--- src/rtl/tpu_pkg.sv ---
// Shared types, default widths and the accumulator saturation helper for the
// tpu_mac_array multiply-accumulate engine.
package tpu_pkg;

  typedef enum logic [1:0] {
    IDLE = 2'd0,
    MUL  = 2'd1,
    SUM  = 2'd2,
    ACC  = 2'd3
  } state_t;

  localparam int unsigned DEF_LANES  = 4;
  localparam int unsigned DEF_DATA_W = 8;
  localparam int unsigned DEF_ACC_W  = 32;
  localparam int unsigned DEF_OUT_W  = 16;

  // Widest accumulator the saturation helper supports (ACC_W must be below this).
  localparam int unsigned MAX_ACC_W  = 64;

  typedef struct packed {
    logic                 ovf;
    logic [MAX_ACC_W-1:0] value;
  } sat_t;

  // val carries an (acc_w+1)-bit result, zero- or sign-extended to MAX_ACC_W+1
  // bits. Bit acc_w is the carry (unsigned) or the true sign (signed).
  function automatic sat_t saturate(input logic [MAX_ACC_W:0] val,
                                    input int unsigned       acc_w,
                                    input logic              is_signed);
    logic [MAX_ACC_W-1:0] mask;
    logic [6:0]           idx;
    sat_t                 r;
    idx     = acc_w[6:0];
    mask    = '1;
    mask    = mask >> (MAX_ACC_W - acc_w);
    r.ovf   = 1'b0;
    r.value = val[MAX_ACC_W-1:0] & mask;
    if (!is_signed) begin
      if (val[idx]) begin
        r.ovf   = 1'b1;
        r.value = mask;
      end
    end else if (val[idx] != val[idx - 7'd1]) begin
      r.ovf   = 1'b1;
      r.value = val[idx] ? (mask & ~(mask >> 1)) : (mask >> 1);
    end
    return r;
  endfunction

endpackage

--- src/rtl/tpu_mac_array_if.sv ---
// Operand/result bus between the operand loader, the MAC array and readout.
interface tpu_mac_array_if #(
  parameter int unsigned LANES  = 4,
  parameter int unsigned DATA_W = 8,
  parameter int unsigned OUT_W  = 16
);
  logic                    sync;
  logic                    clear;
  logic                    out_HL;
  logic                    err_clr;
  logic [LANES*DATA_W-1:0] input1;
  logic [LANES*DATA_W-1:0] input2;
  logic                    ready;
  logic                    valid;
  logic                    error;
  logic [OUT_W-1:0]        out;

  modport master (
    output sync, clear, out_HL, err_clr, input1, input2,
    input  ready, valid, error, out
  );

  modport slave (
    input  sync, clear, out_HL, err_clr, input1, input2,
    output ready, valid, error, out
  );
endinterface

--- src/rtl/tpu_lane_mul.sv ---
// Single multiplier lane: registers a full-width product of two operands.
module tpu_lane_mul #(
  parameter int unsigned DATA_W = 8,
  parameter int unsigned SIGNED = 0
) (
  input  logic                  clk,
  input  logic                  rst_n,
  input  logic                  en,
  input  logic [DATA_W-1:0]     a,
  input  logic [DATA_W-1:0]     b,
  output logic [2*DATA_W-1:0]   product
);

  logic [2*DATA_W-1:0] a_ext;
  logic [2*DATA_W-1:0] b_ext;

  // Extend operands to product width so the low 2*DATA_W bits of the
  // multiplication are exact for either signedness.
  always_comb begin
    a_ext = {{DATA_W{1'b0}}, a};
    b_ext = {{DATA_W{1'b0}}, b};
    if (SIGNED != 0) begin
      a_ext = {{DATA_W{a[DATA_W-1]}}, a};
      b_ext = {{DATA_W{b[DATA_W-1]}}, b};
    end
  end

  // Product register, loaded only during the multiply step.
  always_ff @(posedge clk or negedge rst_n) begin
    if (!rst_n) begin
      product <= '0;
    end else if (en) begin
      product <= a_ext * b_ext;
    end
  end

endmodule

--- src/rtl/tpu_mac_array.sv ---
// LANES-wide dot-product multiply-accumulate engine with a saturating
// accumulator and half-select output bus.
module tpu_mac_array
  import tpu_pkg::*;
#(
  parameter int unsigned LANES  = DEF_LANES,
  parameter int unsigned DATA_W = DEF_DATA_W,
  parameter int unsigned ACC_W  = DEF_ACC_W,
  parameter int unsigned OUT_W  = DEF_OUT_W,
  parameter int unsigned SIGNED = 0
) (
  input logic             clk,
  input logic             reset,
  tpu_mac_array_if.slave  bus
);

  localparam int unsigned PROD_W = 2 * DATA_W;

  state_t                  state;
  state_t                  state_next;
  logic [LANES*DATA_W-1:0] opa;
  logic [LANES*DATA_W-1:0] opb;
  logic                    clear_q;
  logic [PROD_W-1:0]       prod [LANES];
  logic [ACC_W:0]          tree;
  logic [ACC_W:0]          sum_q;
  logic [ACC_W-1:0]        acc;
  logic [ACC_W:0]          acc_ext;
  logic [ACC_W:0]          total;
  logic [MAX_ACC_W:0]      sat_in;
  sat_t                    sat_r;
  logic                    valid_q;
  logic                    error_q;
  logic                    err_set;
  logic                    unused_sat;

  for (genvar g = 0; g < LANES; g++) begin : g_lane
    tpu_lane_mul #(
      .DATA_W (DATA_W),
      .SIGNED (SIGNED)
    ) u_mul (
      .clk     (clk),
      .rst_n   (reset),
      .en      (state == MUL),
      .a       (opa[g*DATA_W +: DATA_W]),
      .b       (opb[g*DATA_W +: DATA_W]),
      .product (prod[g])
    );
  end

  // State register.
  always_ff @(posedge clk or negedge reset) begin
    if (!reset) begin
      state <= IDLE;
    end else begin
      state <= state_next;
    end
  end

  // Fixed four-step sequence; only IDLE waits for a start pulse.
  always_comb begin
    state_next = state;
    case (state)
      IDLE:    if (bus.sync) state_next = MUL;
      MUL:     state_next = SUM;
      SUM:     state_next = ACC;
      ACC:     state_next = IDLE;
      default: state_next = IDLE;
    endcase
  end

  // Capture operands and the clear request when a start is accepted.
  always_ff @(posedge clk or negedge reset) begin
    if (!reset) begin
      opa     <= '0;
      opb     <= '0;
      clear_q <= 1'b0;
    end else if (state == IDLE && bus.sync) begin
      opa     <= bus.input1;
      opb     <= bus.input2;
      clear_q <= bus.clear;
    end
  end

  // Adder tree over the lane products, each extended to ACC_W+1 bits.
  always_comb begin
    tree = '0;
    for (int unsigned i = 0; i < LANES; i++) begin
      if (SIGNED != 0) begin
        tree = tree + {{(ACC_W+1-PROD_W){prod[i][PROD_W-1]}}, prod[i]};
      end else begin
        tree = tree + {{(ACC_W+1-PROD_W){1'b0}}, prod[i]};
      end
    end
  end

  // Accumulate or restart, then clamp to the ACC_W range.
  always_comb begin
    acc_ext = (SIGNED != 0) ? {acc[ACC_W-1], acc} : {1'b0, acc};
    total   = clear_q ? sum_q : acc_ext + sum_q;
    if (SIGNED != 0) begin
      sat_in = {{(MAX_ACC_W-ACC_W){total[ACC_W]}}, total};
    end else begin
      sat_in = {{(MAX_ACC_W-ACC_W){1'b0}}, total};
    end
    sat_r = saturate(sat_in, ACC_W, SIGNED != 0);
  end

  assign unused_sat = ^sat_r.value[MAX_ACC_W-1:ACC_W];

  // Sum register, accumulator and the one-cycle completion pulse.
  always_ff @(posedge clk or negedge reset) begin
    if (!reset) begin
      sum_q   <= '0;
      acc     <= '0;
      valid_q <= 1'b0;
    end else begin
      valid_q <= 1'b0;
      case (state)
        IDLE:    if (!bus.sync && bus.clear) acc <= '0;
        SUM:     sum_q <= tree;
        ACC: begin
          acc     <= sat_r.value[ACC_W-1:0];
          valid_q <= 1'b1;
        end
        default: ;
      endcase
    end
  end

  assign err_set = (bus.sync && state != IDLE) || (state == ACC && sat_r.ovf);

  // Sticky error; a new event takes priority over a clear request.
  always_ff @(posedge clk or negedge reset) begin
    if (!reset) begin
      error_q <= 1'b0;
    end else if (err_set) begin
      error_q <= 1'b1;
    end else if (bus.err_clr) begin
      error_q <= 1'b0;
    end
  end

  assign bus.ready = (state == IDLE);
  assign bus.valid = valid_q;
  assign bus.error = error_q;
  assign bus.out   = bus.out_HL ? acc[ACC_W-1:OUT_W] : acc[OUT_W-1:0];

endmodule

--- src/flat_wrapper.sv ---
// flat-port wrapper written by rule: the top's interface ports become plain ports
module tpu_mac_array_flat import tpu_pkg::*;
#(
  parameter int unsigned LANES  = DEF_LANES,
  parameter int unsigned DATA_W = DEF_DATA_W,
  parameter int unsigned ACC_W  = DEF_ACC_W,
  parameter int unsigned OUT_W  = DEF_OUT_W,
  parameter int unsigned SIGNED = 0
)
  (clk, reset, bus_sync, bus_clear, bus_out_HL, bus_err_clr, bus_input1, bus_input2, bus_ready, bus_valid, bus_error, bus_out);
  tpu_mac_array_if #(.LANES(LANES), .DATA_W(DATA_W), .OUT_W(OUT_W)) bus_i ();
  input logic clk;
  input logic reset;
  input wire logic [$bits(bus_i.sync)-1:0] bus_sync;
  input wire logic [$bits(bus_i.clear)-1:0] bus_clear;
  input wire logic [$bits(bus_i.out_HL)-1:0] bus_out_HL;
  input wire logic [$bits(bus_i.err_clr)-1:0] bus_err_clr;
  input wire logic [$bits(bus_i.input1)-1:0] bus_input1;
  input wire logic [$bits(bus_i.input2)-1:0] bus_input2;
  output wire logic [$bits(bus_i.ready)-1:0] bus_ready;
  output wire logic [$bits(bus_i.valid)-1:0] bus_valid;
  output wire logic [$bits(bus_i.error)-1:0] bus_error;
  output wire logic [$bits(bus_i.out)-1:0] bus_out;
  assign bus_i.sync = bus_sync;
  assign bus_i.clear = bus_clear;
  assign bus_i.out_HL = bus_out_HL;
  assign bus_i.err_clr = bus_err_clr;
  assign bus_i.input1 = bus_input1;
  assign bus_i.input2 = bus_input2;
  assign bus_ready = bus_i.ready;
  assign bus_valid = bus_i.valid;
  assign bus_error = bus_i.error;
  assign bus_out = bus_i.out;
  tpu_mac_array #(.LANES(LANES), .DATA_W(DATA_W), .ACC_W(ACC_W), .OUT_W(OUT_W), .SIGNED(SIGNED)) u_core (.clk(clk), .reset(reset), .bus(bus_i));
endmodule
--- config.mk ---
export PLATFORM = sky130hd
export DESIGN_NAME = tpu_mac_array_flat
export DESIGN_NICKNAME = d
export VERILOG_FILES = /design/src/rtl/tpu_pkg.sv /design/src/rtl/tpu_mac_array_if.sv /design/src/rtl/tpu_lane_mul.sv /design/src/rtl/tpu_mac_array.sv /design/src/flat_wrapper.sv
export SDC_FILE = /design/constraint.sdc
export NUM_CORES = 1
export LEC_CHECK = 0
export CAP_MARGIN = 25
export CORE_UTILIZATION = 35
export CTS_CLUSTER_SIZE = 10
export DETAILED_ROUTE_END_ITERATION = 12
export SYNTH_ARGS = -nofsm -noshare
export SYNTH_HDL_FRONTEND = slang
export SYNTH_HIERARCHICAL = 1
export SYNTH_SLANG_ARGS = --single-unit
--- constraint.sdc ---
create_clock -name clk -period 3.9 [get_ports clk]
set_input_delay 0.78 -clock clk [delete_from_list [all_inputs] [get_ports clk]]
set_output_delay 0.78 -clock clk [all_outputs]
set_load 0.01 [all_outputs]
==> results of run 1 <==
-- metal layers --
metal / share of wire / track usage / up-vias
li1: - / - / 6578
met1: 0.47 / 0.214 / 6683
met2: 0.49 / 0.285 / 150
met3: 0.024 / 0.0281 / 41
met4: 0.017 / 0.0543 / 0
met5: 0 / 0 / -
-- layout make-up --
| class | count | area [um^2] |
|---|---|---|
| tap | 680 | 851 |
| timing repair buffer | 243 | 2060 |
| clock buffer | 17 | 425 |
| multi-input combinational | 1330 | 13200 |
| sequential | 183 | 4610 |
| inverter | 303 | 1140 |
| fill | 4941 | 29400 |
| clock inverter | 14 | 139 |
-- timing repair --
action / CTS / global route
endpoints found under the setup margin: 32 / 38
pin swaps: 69 / 49
gates resized for setup: 60 / 52
cloned: 0 / 0
buffers inserted: 24 / 8
-- cell usage after synthesis (9+ instances only) --
cell type	n
a211o_1	13
a21o_1	25
a21oi_1	65
a21oi_2	11
a31oi_1	11
and2_1	185
clkbuf_1	21
dfrtp_1	183
fa_1	177
ha_1	183
inv_1	303
mux2_2	141
mux2i_1	13
nand2_1	147
nand2b_1	18
nand3_1	25
nand4_1	10
nor2_1	45
nor2b_1	9
o211ai_1	17
o21ai_0	40
o21ai_1	10
xnor2_1	39
xor2_1	22
-- worst paths after layout --
check                                                        from                                 end  cells past startpoint
worst max-delay path                                u_core/opb[4]  u_core/g_lane[0].u_mul/product[14]                     15
worst min-delay path                                        reset                       u_core/opb[5]                      1
worst max register to register                      u_core/opb[4]  u_core/g_lane[0].u_mul/product[14]                     15
worst min register to register  u_core/g_lane[0].u_mul/product[4]   u_core/g_lane[0].u_mul/product[4]                      2
max in group asynchronous                                   reset                      u_core/opa[19]                      2
min in group clk                u_core/g_lane[0].u_mul/product[4]   u_core/g_lane[0].u_mul/product[4]                      2
-- cells in the final DEF, fill, tap and decap left out, types with 9 or more instances in the layout --
cell type	netlist	routed
o21ai_1	10	11
nor2_1	45	45
buf_4	0	153
fa_2	0	9
clkbuf_16	0	17
and2_1	185	164
nand2_1	147	144
nand3_1	25	25
inv_2	0	12
a31oi_1	11	11
mux2i_1	13	13
clkdlybuf4s50_1	0	87
nand4_1	10	10
dfrtp_1	183	158
nand2b_1	18	18
a21oi_1	65	53
and2_4	0	21
o211ai_1	17	17
dfrtp_2	0	25
mux2_2	141	137
inv_1	303	291
a21oi_2	11	21
o21ai_0	40	34
xor2_1	22	20
fa_1	177	168
a21o_1	25	25
a211o_1	13	13
ha_1	183	163
xnor2_1	39	38
ha_4	0	20
-- logic make-up (layout without fill, tap and decap cells) --
group,Yosys count,count (layout),synth area share
buffers and inverters,339,577,0.0715
and+or+nand+nor,483,483,0.138
AOI/OAI and AO/OA,270,270,0.105
muxes,156,156,0.0944
adders and majority gates,360,360,0.315
xor gates and xnor gates,61,61,0.0289
DFF,183,183,0.247
-- per-stage QoR --
stage	area [um^2]	instances	TNS [ns]
global route	22400	2770	-6.90
finish	22400	2770	-2.01
floorplan	18700	1852	-0.0216
global placement	21200	2707	-2.90
CTS	22100	2762	-2.50
detailed placement	21200	2707	-4.79
-- worst max-delay path, stage by stage, from the launching register on --
cell and delay (ns):
dfrtp_2 0.43, and2_4 0.15, fa_1 0.53, inv_1 0.05
fa_1 0.49, inv_2 0.04, fa_1 0.53, inv_1 0.05
fa_1 0.49, inv_2 0.04, ha_4 0.30, o211ai_4 0.10
o211ai_2 0.22, a31oi_1 0.14, xnor2_1 0.15, mux2_4 0.26
-- state kept, by name, indices dropped and copies added (netlist names) --
name / flops
u_core/acc: 32
u_core/bus.error: 1
u_core/bus.valid: 1
u_core/clear_q: 1
u_core/g_lane.u_mul/product: 64
u_core/opa: 32
u_core/opb: 32
u_core/state: 2
u_core/sum_q: 18
==> key figures, run 1 <==
Run status
  – Status: complete, but fails checks
  – Failing checks: negative setup slack

Place
  – DP HPWL: 33,500 um
  – Port bufs: 88
  – Final GP Congestion: between 0.8 and 0.9
  – Pre-CTS WS: -0.237 ns

Clock tree
  – Clock Latency Late Sink: 0.49 ns
  – Clock root cell: clkbuf_16
  – CTS tree: yes
  – # clock sinks: 183
  – CTS Buf Count: 17
  – CTS Buffer Depth: 2
  – Clock-pin slew on the worst setup and hold paths: 0.08 ns
  – Cts-stage hold buffer count: 0
  – H-tree levels: 4

Global routing
  – Vias in the first global route: around 15,000
  – First-pass GRT wire length: 72,000 um
  – Total grt overflow: 0
  – Initial antenna violation count: 0
  – Pin count of the biggest net entering global routing: slightly below 80
  – GRT Total Usage: 0.167

Final layout
  – Share of cells above drive strength 1: 0.237
  – Post-Route Utilization: 0.432
  – Area Overhead vs Synth: 21.0%
  – Final nets: 2,508
  – Antenna Cells: 0

Die
  – Initial core utilization: 0.357
  – Die Ht: 232 um
  – Num rows: 83
  – Die extent in x: 232 um
  – Core area: 51,800 um^2
  – Die area: 53,800 um^2
  – I/O Pins: 89

Drt
  – Initial drt markers: 526
  – Post-route DRC violation count: 0
  – Total Wirelength: around 42,000 um
  – Vias per cell: 4.86
  – First drt pass iteration count: 4
  – Routed Antenna Nets: 0
  – Wire length per cell: around 15 um
  – Vias: 13,500

STA
  – Hold violation count in the final report: 0
  – Fin worst setup slack: -0.171 ns
  – Period utilization: 1.04
  – Final Critical Period: 4.07 ns
  – Hold_ws: 0.299 ns
  – Max Transition Viols Final: 0
  – Max Clk Rate: 246 MHz
  – Clk_skew: 0.0173 ns
  – Setup-failing EPs final: 25
  – RSZ-0062 raised after global routing: true
  – Worst-margin pin slew: 0.961 ns
  – Max-slew headroom: 0.359

Setup path
  – Req. time, crit path: 4.28 ns
  – Startpoint Class: register
  – Flop2flop setup slack: -0.17 ns
  – Critical path arrival: 4.45 ns
  – Max FO, Critical Path: 4
  – Crit Path Class: reg -> reg
  – Setup crit end kind: register

Yosys
  – Post-Syn Nets: 2,282
  – Top-area cell type share of the netlist area: 0.247
  – Register area share after synthesis: 0.247
  – Synth Instances: 1,852
  – Synth cell types: 71
  – Seq cells post-synth: between 150 and 200
  – Avg Inst Size Synth: 10.0 um^2
  – Synth Flop Type: dfrtp_1
  – Synth Warn #: 6
  – Synth area leader: dfrtp_1
  – Ranking of synthesized cells by area: dfrtp_1 (25%), fa_1 (19%), ha_1 (12%), mux2_2 (8.6%), and2_1 (6.3%)
  – Count of flip-flops with a built-in enable after synthesis: 0
  – Async S/R FF share, synth: 1.00
  – Synthesized area: 18,500 um^2

Hold path
  – Class of the worst hold path: in -> async

Job
  – Max-Cap Viols: 0
Power of run 1 is not shown: default switching activity piles up to over one toggle a cycle in this logic, so the estimate is an artifact.
==> inputs of run 2 (changes only) <==
--- a/config.mk
+++ b/config.mk
@@ -6,9 +6,14 @@
 export NUM_CORES = 1
 export LEC_CHECK = 0
 export CAP_MARGIN = 25
+export CELL_PAD_IN_SITES_DETAIL_PLACEMENT = 1
+export CELL_PAD_IN_SITES_GLOBAL_PLACEMENT = 2
 export CORE_UTILIZATION = 35
+export CTS_CLUSTER_DIAMETER = 120
 export CTS_CLUSTER_SIZE = 10
 export DETAILED_ROUTE_END_ITERATION = 12
+export HOLD_SLACK_MARGIN = 0.02
+export PLACE_DENSITY_LB_ADDON = 0.1
 export SYNTH_ARGS = -nofsm -noshare
 export SYNTH_HDL_FRONTEND = slang
 export SYNTH_HIERARCHICAL = 1
==> run 2 against run 1 <==
Effect of this change:
- critical path type unchanged
- via count increased by 2.5%
- die area unchanged
- global-route usage up 2.6 points
- hold slack worse by 0.023 ns
- the flow still finishes with violations (negative setup slack)
==> key figures, run 2 (same netlist as run 1, synthesis figures left out) <==
Global routing
  – Pin count of the biggest net entering global routing: 72 (-7.7%)
  – Initial antenna violation count: 0 (unchanged)
  – First-pass GRT wire length: 81,700 um (+13%)
  – Vias in the first global route: 15,600 (+7.6%)
  – Total grt overflow: 0 (unchanged)
  – GRT Total Usage: 0.193 (+0.0259)

Setup path
  – Critical path arrival: 4.50 ns (+0.05 ns)
  – Crit Path Class: reg -> reg
  – Startpoint Class: register
  – Setup crit end kind: register
  – Req. time, crit path: 4.28 ns (about the same)
  – Max FO, Critical Path: 5 (+1)

Drt
  – Routed Antenna Nets: 0 (unchanged)
  – Met2 WL: 24,200 um (+17%)
  – Initial drt markers: 431 (-18%)
  – Post-route DRC violation count: 0 (unchanged)
  – Total Wirelength: 48,500 um (+15%)
  – WL met1: 22,400 um (+14%)
  – Uppermost layer routed: met4
  – Wire length per cell: 17.3 um (+14%)
  – Detail Route met3 WL: 1170 um (+16%)
  – First drt pass iteration count: 4 (unchanged)
  – Vias: 13,800 (+2.5%)
  – Vias per cell: 4.94 (+1.7%)

Clock tree
  – Clock Latency Late Sink: 0.50 ns (about the same)
  – Clock-pin slew on the worst setup and hold paths: 0.09 ns (about the same)
  – Cts-stage hold buffer count: 0 (unchanged)
  – CTS Buf Count: 17 (unchanged)
  – # clock sinks: 183 (unchanged)
  – CTS Buffer Depth: 2 (unchanged)
  – H-tree levels: 4 (unchanged)
  – CTS tree: yes
  – Clock root cell: clkbuf_16

STA
  – Hold_ws: 0.276 ns (-0.0230 ns)
  – Worst-margin pin slew: 0.746 ns (-0.215 ns)
  – Final Critical Period: 4.12 ns (+0.0525 ns)
  – Setup-failing EPs final: 31 (+24%)
  – Fin worst setup slack: -0.224 ns (-0.0525 ns)
  – Period utilization: 1.06 (+0.0135)
  – RSZ-0062 raised after global routing: true
  – Max-slew headroom: 0.503 (+0.143)
  – Hold violation count in the final report: 0 (unchanged)
  – Max Transition Viols Final: 0 (unchanged)
  – Clk_skew: 0.0203 ns (+0.00304 ns)
  – Max Clk Rate: 242 MHz (-1.3%)
  – Fin Setup TNS: -3.85 ns (-1.84 ns)

Final layout
  – Area Overhead vs Synth: 23.0%
  – Antenna Cells: 0 (unchanged)
  – Fillcell total: 5,741 (+16%)
  – Most frequent cells in the layout: inv_1 (288), buf_4 (173), and2_1 (166)
  – Share of cells above drive strength 1: 0.258 (+0.0210)
  – Leading cell type in the layout, fill and taps excluded: inv_1
  – Multi-input logic area: 13,300 um^2 (+1.1%)
  – Post-Route Utilization: 0.439 (+0.00710)
  – Final nets: 2,531 (+0.92%)
  – Largest register FFs: 64 (unchanged)
  – Fin cells: 2,794 (+0.87%)
  – Top reg by flops: u_core/g_lane.u_mul/product
  – Seq. cell area: 4620 um^2 (+0.16%)

Place
  – Port bufs: 88 (unchanged)
  – DP HPWL: 38,400 um (+15%)
  – Placed cells: 2,727 (+0.74%)
  – Final GP Congestion: 0.821 (-3.9%)

Die
  – Num rows: 83 (unchanged)
  – I/O Pins: 89 (unchanged)
  – Core area: 51,800 um^2 (unchanged)
  – Die Ht: 232 um (unchanged)
  – Initial core utilization: 0.357 (unchanged)
  – Die extent in x: 232 um (unchanged)
  – Die area: 53,800 um^2 (unchanged)

Run status
  – Failing checks: negative setup slack
  – Status: complete, but fails checks

Hold path
  – Class of the worst hold path: in -> async

Job
  – Max-Cap Viols: 0 (unchanged)
run 2: stage by stage:
| stage | cell area (um^2) | worst slack (ns) |
|---|---|---|
| after floorplan | 18700 | -0.0142 |
| after detailed placement | 21400 | -0.276 |
| final | 22800 | -0.224 |
| after CTS | 22500 | -0.235 |
| after global routing | 22800 | -0.394 |
| after global placement | 21400 | -0.238 |
run 2: layout make-up:
| type | count | share of cell area |
|---|---|---|
| Tap cell | 680 | 0.0374 |
| Clock buffer | 17 | 0.0187 |
| Clock inverter | 15 | 0.00764 |
| Inverter | 303 | 0.0499 |
| Sequential cell | 183 | 0.203 |
| Timing Repair Buffer | 266 | 0.0987 |
| Multi-Input combinational cell | 1330 | 0.585 |
run 2: per-layer routing:
metal | vias to the layer above | global-route usage
met5 | - | 0
met4 | 0 | 0.0495
met3 | 43 | 0.0297
met2 | 121 | 0.334
met1 | 7016 | 0.249
li1 | 6613 | -
run 2: timing repair:
| action | 4_1_cts | 5_1_grt |
|---|---|---|
| pin swaps | 80 | 72 |
| resized for setup | 84 | 64 |
| setup buffers | 26 | 10 |
| setup endpoints to repair | 32 | 41 |
run 2: worst paths after layout:
kind	slack (ns)	from	endpoint	cells after the start
max	-0.22	u_core/opa[3]	u_core/g_lane[0].u_mul/product[14]	15
max in group asynchronous	2.66	reset	u_core/acc[13]	2
min	0.28	reset	u_core/opb[4]	1
max reg2reg	-0.22	u_core/opa[3]	u_core/g_lane[0].u_mul/product[14]	15
min in group clk	0.50	u_core/g_lane[0].u_mul/product[4]	u_core/g_lane[0].u_mul/product[4]	2
min reg2reg	0.50	u_core/g_lane[0].u_mul/product[4]	u_core/g_lane[0].u_mul/product[4]	2
run 2: critical path, cell delays in order, from the launching register on:
cell and delay (ns):
dfrtp_2 0.44, and2_4 0.17, fa_1 0.53, inv_1 0.05, fa_1 0.47, inv_1 0.05
fa_1 0.50, inv_2 0.05, fa_1 0.55, inv_2 0.05, ha_4 0.28, o211ai_2 0.09
o211ai_2 0.24, a31oi_2 0.13, xnor2_1 0.15, mux2_4 0.26
Power of run 2 is left out for the same reason.
==> inputs of run 3 (changes only) <==
--- a/config.mk
+++ b/config.mk
@@ -8,6 +8,7 @@
 export CAP_MARGIN = 25
 export CELL_PAD_IN_SITES_DETAIL_PLACEMENT = 1
 export CELL_PAD_IN_SITES_GLOBAL_PLACEMENT = 2
+export CORE_ASPECT_RATIO = 1.1
 export CORE_UTILIZATION = 35
 export CTS_CLUSTER_DIAMETER = 120
 export CTS_CLUSTER_SIZE = 10
==> run 3 against run 2 <==
Effect of this change:
- the flow still finishes with violations (negative setup slack)
- highest routed layer unchanged
- clock skew is 0.0049 ns lower
- global-route usage is 0.35 points lower
- non-clock buffer count decreased by 5
- core utilization shrank 0.54 points
==> key figures, run 3 (same netlist as run 1, synthesis figures left out) <==
Final layout
  – Final nets: 2,526 (-0.20%)
  – Top reg by flops: u_core/g_lane.u_mul/product
  – Largest register FFs: 64 (unchanged)
  – Leading cell type in the layout, fill and taps excluded: inv_1
  – Fin cells: 2,783 (-0.39%)
  – Fillcell total: 5,826 (+1.5%)
  – Share of cells above drive strength 1: 0.245 (-0.0125)
  – Antenna Cells: 0 (unchanged)
  – Most frequent cells in the layout: inv_1 (292), and2_1 (169), fa_1 (166)
  – Area Overhead vs Synth: 22.6%

STA
  – Max Clk Rate: 243 MHz (+0.37%)
  – Fin worst setup slack: -0.208 ns (+0.0154 ns)
  – Period utilization: 1.05 (-0.00395)
  – Worst-margin pin slew: 0.722 ns (-0.0238 ns)
  – Final Critical Period: 4.11 ns (-0.0154 ns)
  – Max Transition Viols Final: 0 (unchanged)
  – RSZ-0062 raised after global routing: true
  – Fin Setup TNS: -2.63 ns (+1.22 ns)
  – Clk_skew: 0.0154 ns (-0.00495 ns)
  – Max-slew headroom: 0.515 (+0.0122)
  – Setup-failing EPs final: 28 (-9.7%)
  – Hold violation count in the final report: 0 (unchanged)

Setup path
  – Req. time, crit path: 4.27 ns (about the same)
  – Setup crit end kind: register
  – Critical path arrival: 4.48 ns (-0.02 ns)
  – Startpoint Class: register
  – Worst path bufs/invs: 4 (unchanged)
  – Max FO, Critical Path: 4 (-1)
  – CP max stage cell: fa_1
  – Top delay family on crit path: adder cells
  – Crit Path Class: reg -> reg
  – CP cell instances: and2_4 -> fa_1 -> inv_2 -> fa_1 -> inv_2 -> fa_1 -> inv_2 -> fa_1 -> inv_2 -> ha_4 -> o211ai_2 -> o211ai_2 -> a31oi_2 -> xnor2_1 -> mux2_4
  – CP peak stage delay: 0.54 ns (about the same)

Drt
  – Vias: 13,800 (-0.10%)
  – Routed Antenna Nets: 0 (unchanged)
  – Total Wirelength: 47,800 um (-1.4%)
  – First drt pass iteration count: 4 (unchanged)
  – Post-route DRC violation count: 0 (unchanged)
  – Vias per cell: 4.95 (+0.29%)
  – Wire length per cell: 17.2 um (-1.0%)
  – Initial drt markers: 368 (-15%)

Die
  – Initial core utilization: 0.354 (-0.00327)
  – Die Ht: 243 um (+4.8%)
  – Die extent in x: 221 um (-4.6%)
  – Num rows: 88 (+6.0%)
  – Core area: 52,300 um^2 (+0.92%)
  – I/O Pins: 89 (unchanged)
  – Die area: 53,800 um^2 (about the same)

Clock tree
  – CTS Buffer Depth: 2 (unchanged)
  – Clock root cell: clkbuf_16
  – CTS Buf Count: 17 (unchanged)
  – Clock-pin slew on the worst setup and hold paths: 0.07 ns (-0.02 ns)
  – H-tree levels: 4 (unchanged)
  – Clock Latency Late Sink: 0.50 ns (about the same)
  – CTS tree: yes
  – # clock sinks: 183 (unchanged)

Global routing
  – Pin count of the biggest net entering global routing: 75 (+4.2%)
  – Vias in the first global route: 15,400 (-1.1%)
  – Total grt overflow: 0 (unchanged)
  – GRT Total Usage: 0.190 (-0.00351)
  – First-pass GRT wire length: 81,000 um (-0.77%)
  – Initial antenna violation count: 0 (unchanged)

Place
  – Port bufs: 88 (unchanged)
  – Placed cells: 2,720 (-0.26%)
  – DP HPWL: 38,400 um (-0.23%)
  – Final GP Congestion: 0.820 (about the same)

Job
  – Max-Cap Viols: 0 (unchanged)

Hold path
  – Class of the worst hold path: in -> async

Run status
  – Failing checks: negative setup slack
  – Status: complete, but fails checks
==> run 3: final timing paths <==
check | start | end | slack (ns) | cells past startpoint
min in group clk | u_core/g_lane[1].u_mul/product[11] | u_core/g_lane[1].u_mul/product[11] | 0.50 | 1
max reg2reg | u_core/opb[4] | u_core/g_lane[0].u_mul/product[14] | -0.21 | 15
max | u_core/opb[4] | u_core/g_lane[0].u_mul/product[14] | -0.21 | 15
max in group asynchronous | reset | u_core/opb[12] | 2.73 | 2
min | reset | u_core/opb[5] | 0.33 | 1
min reg2reg | u_core/g_lane[1].u_mul/product[11] | u_core/g_lane[1].u_mul/product[11] | 0.50 | 1
==> run 3: layout make-up <==
cell class | count | area (um^2) | area share
clock inverters | 13 | 243 | 0.0107
inverters | 303 | 1140 | 0.0501
repair buffers | 261 | 2240 | 0.0987
multi-input cells | 1330 | 13200 | 0.581
flip-flops and latches | 183 | 4620 | 0.203
clock buffers | 18 | 429 | 0.0189
well taps | 675 | 845 | 0.0372
==> run 3: what timing repair did <==
action	in CTS	in global routing
endpoints found under the setup margin	33	39
resized for setup	79	41
endpoints found under the hold margin	0	0
pin swaps	65	53
setup buffers	21	13
hold buffers	0	0
==> run 3: per-stage QoR <==
stage	utilization	cell area, um^2	hold WS, ns	worst slack (ns)
global route	0.434	22700	0.364	-0.406
finish	0.434	22700	0.330	-0.208
global placement	0.408	21400	0.475	-0.202
CTS	0.429	22500	0.334	-0.190
floorplan	-	18700	0.453	-0.0142
detailed placement	0.408	21400	0.489	-0.236
==> run 3: routing by layer <==
layer / part of all wire / track usage / vias to the layer above
li1: - / - / 6602
met1: 0.45 / 0.237 / 7058
met2: 0.51 / 0.343 / 93
met3: 0.019 / 0.0254 / 26
met4: 0.012 / 0.0459 / 0
met5: 0 / 0 / -
Power of run 3 is left out for the same reason.
